File: src/rtl/pwm_multi_pkg.sv
// Shared register map, control-bit layout and control register type for the
// multi-channel PWM core.
package pwm_multi_pkg;

    localparam logic [4:0] DVSR_ADDR = 5'h00;
    localparam logic [4:0] CTRL_ADDR = 5'h01;
    localparam logic [4:0] CHEN_ADDR = 5'h02;
    localparam logic [4:0] POL_ADDR  = 5'h03;
    localparam logic [4:0] STAT_ADDR = 5'h04;
    localparam logic [4:0] DUTY_BASE = 5'h10;

    localparam int CTRL_GEN_BIT    = 0;
    localparam int CTRL_CENTER_BIT = 1;
    localparam int CTRL_FORCE_BIT  = 2;

    // Stored CTRL bits; FORCE_UPD is a pulse and is never stored
    typedef struct packed {
        logic center;
        logic gen;
    } pwm_ctrl_t;

endpackage

File: src/rtl/pwm_timebase.sv
// Shared PWM timebase: prescaler, edge/centre-aligned counter and the
// tick/period-start strobes used by every channel.
module pwm_timebase
    import pwm_multi_pkg::*;
#(
    parameter int RES_W = 8
) (
    input  logic             clk,
    input  logic             reset,
    input  logic             gen,
    input  logic             center,
    input  logic             restart,
    input  logic [31:0]      dvsr,
    output logic [RES_W-1:0] cnt,
    output logic             tick,
    output logic             pstart
);

    localparam logic [RES_W-1:0] CNT_MAX  = {RES_W{1'b1}};
    localparam logic [RES_W-1:0] CNT_ONE  = {{(RES_W-1){1'b0}}, 1'b1};
    localparam logic [RES_W-1:0] CNT_ZERO = {RES_W{1'b0}};

    logic [31:0]      q_r;
    logic [RES_W-1:0] cnt_r;
    logic             down_r;
    logic             tick_s;
    logic             pstart_s;

    // Tick and period-start strobes derived from the current state
    always_comb begin
        tick_s   = gen & (q_r == dvsr);
        pstart_s = tick_s & (cnt_r == CNT_ZERO) & (~center | ~down_r);
    end

    // Prescaler and counter; direction flips on the tick that reaches an
    // endpoint so each endpoint is held for exactly one tick
    always_ff @(posedge clk) begin
        if (reset) begin
            q_r    <= 32'd0;
            cnt_r  <= CNT_ZERO;
            down_r <= 1'b0;
        end else if (!gen || restart) begin
            q_r    <= 32'd0;
            cnt_r  <= CNT_ZERO;
            down_r <= 1'b0;
        end else if (tick_s) begin
            q_r <= 32'd0;
            if (!center) begin
                cnt_r <= cnt_r + CNT_ONE;
            end else if (!down_r) begin
                cnt_r <= cnt_r + CNT_ONE;
                if (cnt_r == (CNT_MAX - CNT_ONE)) begin
                    down_r <= 1'b1;
                end
            end else begin
                cnt_r <= cnt_r - CNT_ONE;
                if (cnt_r == CNT_ONE) begin
                    down_r <= 1'b0;
                end
            end
        end else begin
            q_r <= q_r + 32'd1;
        end
    end

    assign cnt    = cnt_r;
    assign tick   = tick_s;
    assign pstart = pstart_s;

endmodule

File: src/rtl/pwm_multi_core.sv
// Multi-channel PWM core on the slot bus: double-buffered duty registers,
// edge/centre-aligned timebase, per-channel enable and polarity.
module pwm_multi_core
    import pwm_multi_pkg::*;
#(
    parameter int NUM_CH = 6,
    parameter int RES_W  = 8
) (
    input  logic              clk,
    input  logic              reset,
    input  logic              cs,
    input  logic              read,
    input  logic              write,
    input  logic [4:0]        reg_addr,
    input  logic [31:0]       wr_data,
    output logic [31:0]       rd_data,
    output logic [NUM_CH-1:0] pwm_out
);

    localparam logic [31:0] DUTY_FULL = 32'd1 << RES_W;
    localparam logic [4:0]  NUM_CH_W  = 5'(NUM_CH);

    logic [31:0]      dvsr_r;
    pwm_ctrl_t        ctrl_r;
    logic [NUM_CH-1:0] chen_r;
    logic [NUM_CH-1:0] pol_r;
    logic             pend_r;
    logic [15:0]      period_r;
    logic [RES_W:0]   shadow_r [NUM_CH];
    logic [RES_W:0]   active_r [NUM_CH];
    logic [NUM_CH-1:0] pwm_out_r;

    logic             wr_s;
    logic             wr_ctrl_s;
    logic             force_s;
    logic             restart_s;
    logic             duty_wr_s;
    logic             duty_in_range_s;
    logic             transfer_s;
    logic [RES_W:0]   duty_sat_s;
    logic [RES_W:0]   duty_rd_s;
    logic [RES_W:0]   shadow_nxt_s [NUM_CH];
    logic [NUM_CH-1:0] raw_s;
    logic [RES_W-1:0] cnt_s;
    logic             pstart_s;
    logic             tick_unused_s;
    logic             read_unused_s;

    // rd_data is a pure address mux, so the read strobe carries no information
    assign read_unused_s = read;

    pwm_timebase #(
        .RES_W (RES_W)
    ) u_timebase (
        .clk     (clk),
        .reset   (reset),
        .gen     (ctrl_r.gen),
        .center  (ctrl_r.center),
        .restart (restart_s),
        .dvsr    (dvsr_r),
        .cnt     (cnt_s),
        .tick    (tick_unused_s),
        .pstart  (pstart_s)
    );

    // Bus write decode and duty saturation
    always_comb begin
        wr_s            = cs & write;
        wr_ctrl_s       = wr_s & (reg_addr == CTRL_ADDR);
        force_s         = wr_ctrl_s & wr_data[CTRL_FORCE_BIT];
        restart_s       = wr_ctrl_s & (wr_data[CTRL_CENTER_BIT] != ctrl_r.center);
        duty_in_range_s = reg_addr[4] & ({1'b0, reg_addr[3:0]} < NUM_CH_W);
        duty_wr_s       = wr_s & duty_in_range_s;
        if (wr_data > DUTY_FULL) begin
            duty_sat_s = DUTY_FULL[RES_W:0];
        end else begin
            duty_sat_s = wr_data[RES_W:0];
        end
        transfer_s = pstart_s | ~ctrl_r.gen | force_s;
    end

    // Next shadow values, so a write in the pstart cycle is transferred too
    always_comb begin
        for (int n = 0; n < NUM_CH; n++) begin
            if (duty_wr_s && (reg_addr[3:0] == 4'(n))) begin
                shadow_nxt_s[n] = duty_sat_s;
            end else begin
                shadow_nxt_s[n] = shadow_r[n];
            end
        end
    end

    // Configuration, duty buffers, update-pending flag and period counter
    always_ff @(posedge clk) begin
        if (reset) begin
            dvsr_r   <= 32'd0;
            ctrl_r   <= '{center: 1'b0, gen: 1'b0};
            chen_r   <= {NUM_CH{1'b0}};
            pol_r    <= {NUM_CH{1'b0}};
            pend_r   <= 1'b0;
            period_r <= 16'd0;
            for (int n = 0; n < NUM_CH; n++) begin
                shadow_r[n] <= {(RES_W+1){1'b0}};
                active_r[n] <= {(RES_W+1){1'b0}};
            end
        end else begin
            if (wr_s && (reg_addr == DVSR_ADDR)) begin
                dvsr_r <= wr_data;
            end
            if (wr_ctrl_s) begin
                ctrl_r <= '{center: wr_data[CTRL_CENTER_BIT], gen: wr_data[CTRL_GEN_BIT]};
            end
            if (wr_s && (reg_addr == CHEN_ADDR)) begin
                chen_r <= wr_data[NUM_CH-1:0];
            end
            if (wr_s && (reg_addr == POL_ADDR)) begin
                pol_r <= wr_data[NUM_CH-1:0];
            end
            shadow_r <= shadow_nxt_s;
            if (transfer_s) begin
                active_r <= shadow_nxt_s;
                pend_r   <= 1'b0;
            end else if (duty_wr_s) begin
                pend_r <= 1'b1;
            end
            if (pstart_s) begin
                period_r <= period_r + 16'd1;
            end
        end
    end

    // Per-channel compare against the shared counter
    for (genvar n = 0; n < NUM_CH; n++) begin : g_ch
        assign raw_s[n] = ctrl_r.gen & chen_r[n] & ({1'b0, cnt_s} < active_r[n]);
    end

    // Registered outputs; a disabled channel rests at its polarity level
    always_ff @(posedge clk) begin
        if (reset) begin
            pwm_out_r <= {NUM_CH{1'b0}};
        end else begin
            pwm_out_r <= raw_s ^ pol_r;
        end
    end

    assign pwm_out = pwm_out_r;

    // Shadow duty selected by the low address bits
    always_comb begin
        duty_rd_s = {(RES_W+1){1'b0}};
        for (int n = 0; n < NUM_CH; n++) begin
            if (reg_addr[3:0] == 4'(n)) begin
                duty_rd_s = shadow_r[n];
            end else begin
                duty_rd_s = duty_rd_s;
            end
        end
    end

    // Read mux; unmapped addresses and unused bits read 0
    always_comb begin
        rd_data = 32'd0;
        case (reg_addr)
            DVSR_ADDR: rd_data = dvsr_r;
            CTRL_ADDR: rd_data = {30'd0, ctrl_r};
            CHEN_ADDR: rd_data[NUM_CH-1:0] = chen_r;
            POL_ADDR:  rd_data[NUM_CH-1:0] = pol_r;
            STAT_ADDR: rd_data = {period_r, 15'd0, pend_r};
            default: begin
                if (duty_in_range_s) begin
                    rd_data[RES_W:0] = duty_rd_s;
                end else begin
                    rd_data = 32'd0;
                end
            end
        endcase
    end

endmodule

File: config.mk
export PLATFORM = sky130hd
export DESIGN_NAME = pwm_multi_core
export DESIGN_NICKNAME = d
export VERILOG_FILES = /design/src/rtl/pwm_multi_pkg.sv /design/src/rtl/pwm_timebase.sv /design/src/rtl/pwm_multi_core.sv
export SDC_FILE = /design/constraint.sdc
export NUM_CORES = 1
export LEC_CHECK = 0
export ABC_AREA = 0
export ABC_CLOCK_PERIOD_IN_PS = 2700
export BUFFER_PORTS_ARGS = -buffer_cell sky130_fd_sc_hd__buf_2
export CAP_MARGIN = 20
export CORE_ASPECT_RATIO = 0.75
export CORE_MARGIN = 1.5
export CORE_UTILIZATION = 50
export DETAILED_ROUTE_END_ITERATION = 7
export PLACE_DENSITY = 0.68
export SETUP_SLACK_MARGIN = 0.3
export SYNTH_ARGS = -nofsm -noshare
export SYNTH_HDL_FRONTEND = slang
export SYNTH_SLANG_ARGS = --single-unit
File: constraint.sdc
create_clock -name clk -period 2.7 [get_ports clk]
set_input_delay 0.27 -clock clk [delete_from_list [all_inputs] [get_ports clk]]
set_output_delay 0.27 -clock clk [all_outputs]
set_load 0.005 [all_outputs]
### Word-level counts from Yosys, hierarchy flattened

Cells that the tools add are included.

* word-level logic and storage cells: 116
* register bits: 218
* output and inout port bits: 38

* bitwise gates (word level): 28
* reductions and logical operators: 19
* $add $sub $neg: 4
* mux-type cells: 21
* eq/ne operators: 13
* order comparisons: 8

Operators by type and width (count)
* $mux 9: 14
* $pmux 26 s3: 1
* $lt 8x9->1: 6
* $add 32x1->32 const B: 1
* $eq 32x32->1: 1
* $gt 32x9->1 const B: 1
* $pmux 6 s5: 1
* $and 1x1->1: 21
* $add 16x1->16 const B: 1
* $mux 8: 2
* $eq 5x2->1 const B: 2
* $logic_and 1x1->1: 9
* $add 8x1->8 const B: 1
* $eq 4x2->1 const B: 2
* $eq 4x3->1 const B: 2
* $eq 8x1->1 const B: 1
* $eq 8x8->1 const B: 1
* $logic_not 8->1: 1
* $sub 8x1->8 const B: 1
* $reduce_or 3->1: 2
* $xor 6x6->6: 1
* $eq 5x1->1 const B: 1
* $eq 5x3->1 const B: 1
* $logic_not 5->1: 1
* other kinds (11): 18

### Logic depth before layout (Yosys ltp)

* depth after elaboration: 9
* mapped depth: 9
* gate-level depth less buffers: 7

### Hierarchy

From an unflattened synthesis, not the netlist that was laid out.

* cell total of the unflattened synthesis: 1313
* area, all modules: 11497.3 um^2

By module, submodules not included
* pwm_multi_core: seq. area each 3543.4 um^2, cells each 1011, times used 1, area an instance 8889.8 um^2
* pwm_timebase: seq. area each 820.8 um^2, cells each 302, times used 1, area an instance 2607.5 um^2

### Worst setup path before layout

OpenSTA, ideal clock, no wires.

* path kind: reg-to-reg
* start: register u_timebase.cnt_r[2] (netlist: u_timebase.cnt[2])
* end: register period_r[11]
* required time: 2.577 ns
* cell stages (with the launch flop): 10
* clock period less this slack: 2.389 ns
* arrival time: 2.266 ns
* buffers on the path: 3
* slack: 0.311 ns
* path through: dfxtp_1 -> buf_6 -> or4_4 -> nor3_4 -> and3_1 -> nand4_1 -> buf_6 -> buf_6 -> nor3_2 -> mux2_1

* word-level cells in the longest chain between the ends: 3

RTL lines
* start, declared: RTL line pwm_timebase.sv:24 `logic [RES_W-1:0] cnt_r;`
* start signal, assigned: RTL line pwm_timebase.sv:49 `cnt_r <= cnt_r + CNT_ONE;`
* start signal, assigned: RTL line pwm_timebase.sv:51 `cnt_r <= cnt_r + CNT_ONE;`
* start signal, assigned: RTL line pwm_timebase.sv:56 `cnt_r <= cnt_r - CNT_ONE;`
* $logic_not 8->1: RTL line pwm_timebase.sv:32 `pstart_s = tick_s & (cnt_r == CNT_ZERO) & (~center | ~down_r);`
* $and 1x1->1 (2 in a row): RTL line pwm_timebase.sv:32
* end signal, assigned: RTL line pwm_multi_core.sv:127 `period_r <= period_r + 16'd1;`
* end, declared: RTL line pwm_multi_core.sv:28 `logic [15:0] period_r;`

No other way between the ends.
A chain may end at the register's enable or synchronous reset.

### Worst setup path after layout

* start: register u_timebase.cnt_r[2] (netlist: u_timebase.cnt[2])
* end: register active_r[8] (netlist bit)

* word-level cells in the longest chain between the ends: 5

RTL lines
* $logic_not 8->1: RTL line pwm_timebase.sv:32
* $and 1x1->1 (2 in a row): RTL line pwm_timebase.sv:32
* $or 1x1->1 (2 in a row): RTL line pwm_multi_core.sv:79 `transfer_s = pstart_s | ~ctrl_r.gen | force_s;`
* end signal, assigned by index: RTL line pwm_multi_core.sv:104 `active_r[n] <= {(RES_W+1){1'b0}};`
* end signal, assigned: RTL line pwm_multi_core.sv:121 `active_r <= shadow_nxt_s;`
* end, declared: RTL line pwm_multi_core.sv:30 `logic [RES_W:0] active_r [NUM_CH];`

No other way between the ends.

==> qor.yml <==
seqCellArea_sq_um: 4370
crit_type: "reg -> reg"
drt-total-wl_um: 32400
fmax_ghz: 0.412
grt_max_degree: 142
report.final.slew_viol_count: 0
synth_edf_count: 0
timing.final.crit_period_ns: 2.43
port_buffers: 78
initial_core_util: 0.509
yosys.area_share.adder: 0.0570
clock-sinks: 218
ios: 80
area_delta_synth_final_pct: 16.5
worstMarginPinSlew_ns: 0.879
dpl_cell_area_sq_um: 11500
avgSynthCellArea_sq_um: 8.76
drt_first_pass_iters: 5
vias_per_cell: 5.92
die_h_um: 130
syn_nets: 1318
first_iter_violations: 1103
final_util: 0.593
antenna_found_initial: 0
tns_ns: 0
place_congestion: 0.889
fin_area_sq_um: 12500
ir_drop_v: 0.000480
yosysWarnings: 0
rows: 46
vias: 9544
mostFrequentLayoutCells: "dfxtp_1, nand2_1, a21oi_1"
yosys.area_share.simple: 0.216
multi_input_area_sq_um: 5870
core_sq_um: 21100
hp-class: "in -> reg"
hold_ws_ns: 0.0117
nets: 1404
syn_area_sq_um: 10700
fin_skew_ns: 0.00716
powerDensity_nw_per_um2: 519
start_kind: "register"
drc_errors: 0
grt_pass1_vias: 8524
postSynthCellCount: 1227
end_kind: "register"
outcome: "complete, no violations"
synthFlopType: "dfxtp_1"
final_common_cell: "dfxtp_1"
synth_compound_area_frac: 0.157
cts_buffers: 22
synth_xor_area_frac: 0.0538
cts_tree: "built"
die_x_um: 172
finalWorstSetupSlack_ns: 0.272
cts-root-buf: "clkbuf_16"
hold_viol_final: 0
period_share: 0.899
antenna_cells: 0
place_hpwl_um: 22200
n_fill_cell: 1838
grt-ovfl-total: 0
drive_gt1_frac: 0.159
grt.total_usage: 0.282
synth_seq_cells: 218
rsz0062_at_grt: "true"
crit_arrival_ns: 2.83
drv_cap: 0
finalSetupViolations: 0
clockBufferDepth: 3
ys_seq_area_frac: 0.406
slew_headroom: 0.412
wl_per_cell_um: 20.1
cp_data_required_time_ns: 3.10
clk-insertion-delay-late_ns: 0.51
h-tree-depth: 1
worstPathMaxFanout: 7
dieArea_sq_um: 22400
synth_cell_type_count: 56
synth_top_family_by_area: "simple AND/OR/NAND/NOR gates"
path_clk_slew_ns: 0.06
dp_worst_setup_slack_ns: 0.151
muxShareOfSynthArea: 0.0575
power.leakage_nw: 4.53
async_reset_ff_frac: 0
grt_pass1_wl_um: 48300
antenna_left: 0
## power breakdown
group	switching [mW]	internal (mW)
Clock	1.30	1.75
Sequential	0.00542	3.22
Combinational	0.155	0.0699
## cells in the mapped netlist (all sizes together), types with 18 or more instances
master | count | share of area
nor2 | 92 | 0.032
buf | 20 | 0.013
nand3 | 80 | 0.038
ha | 49 | 0.057
xor2 | 24 | 0.020
inv | 57 | 0.020
a21oi | 105 | 0.049
mux2i | 19 | 0.018
nor3 | 20 | 0.015
nand2 | 152 | 0.053
xnor2 | 42 | 0.034
dfxtp | 218 | 0.41
mux2 | 18 | 0.019
nor2b | 18 | 0.010
a21o | 18 | 0.013
nand4 | 32 | 0.019
o22a | 55 | 0.045
clkbuf | 55 | 0.019
## stage by stage
step,power (mW),cells
2_1_floorplan,3.41,1227
3_3_place_gp,3.51,1557
3_5_place_dp,3.51,1557
6_report,6.50,1613
4_1_cts,6.51,1600
5_1_grt,6.66,1613
## registers in the layout (all words and copies together) (netlist names), 8 cells and up
register and flops:
active_r 54, shadow_r 54, u_timebase.q_r 32, period_r 16
dvsr_r 32, u_timebase.cnt 8
## per-layer routing
| metal | share of wire | vias up | global-route usage | wire [um] |
|---|---|---|---|---|
| met5 | 0 | - | 0 | 0 |
| met1 | 0.49 | 4606 | 0.442 | 15800 |
| li1 | - | 4522 | - | - |
| met2 | 0.40 | 374 | 0.395 | 12900 |
| met4 | 0.015 | 0 | 0.0624 | 496 |
| met3 | 0.097 | 42 | 0.0531 | 3140 |
## final timing paths
check	startpoint	endpoint	slack [ns]	depth (start not counted)
setup / recovery	u_timebase.cnt[2]	active_r[8]	0.27	9
setup reg to reg	u_timebase.cnt[2]	active_r[8]	0.27	9
hold / removal	wr_data[18]	dvsr_r[18]	0.01	3
hold reg to reg	active_r[20]	active_r[20]	0.48	1
## timing repair
action	in CTS	in global routing
endpoints found under the hold margin	5	0
cloned	0	9
buffers inserted	2	4
gates resized for setup	4	14
endpoints found under the setup margin	15	69
hold buffers	5	0
pin swaps	0	1
## final cells by class
type / instances / area share
multi-input combinational: 876 / 0.469
sequential: 218 / 0.349
timing repair buffer: 137 / 0.0808
clock buffer: 32 / 0.0519
tap: 288 / 0.0288
inverter: 58 / 0.0174
clock inverter: 4 / 0.00380
## critical path, cell delays in order, from the launching register on
cell and delay [ns]:
dfxtp_1 0.31, or4_4 0.57, nor3_4 0.16, and3_4 0.21
nand4_1 0.10, buf_4 0.19, buf_4 0.15, and3_4 0.25
clkbuf_16 0.19, o22a_1 0.18
## cell families (layout without fill, tap and decap cells)
family / count (synthesis) / in the layout
and+or+nand+nor: 467 / 467
AOI/OAI and AO/OA: 247 / 247
DFF: 218 / 218
buffers and inverters: 133 / 231
xor gates and xnor gates: 66 / 66
adders and majority gates: 49 / 49
muxes: 47 / 47
Note: power is estimated with default switching activity, not from simulation.
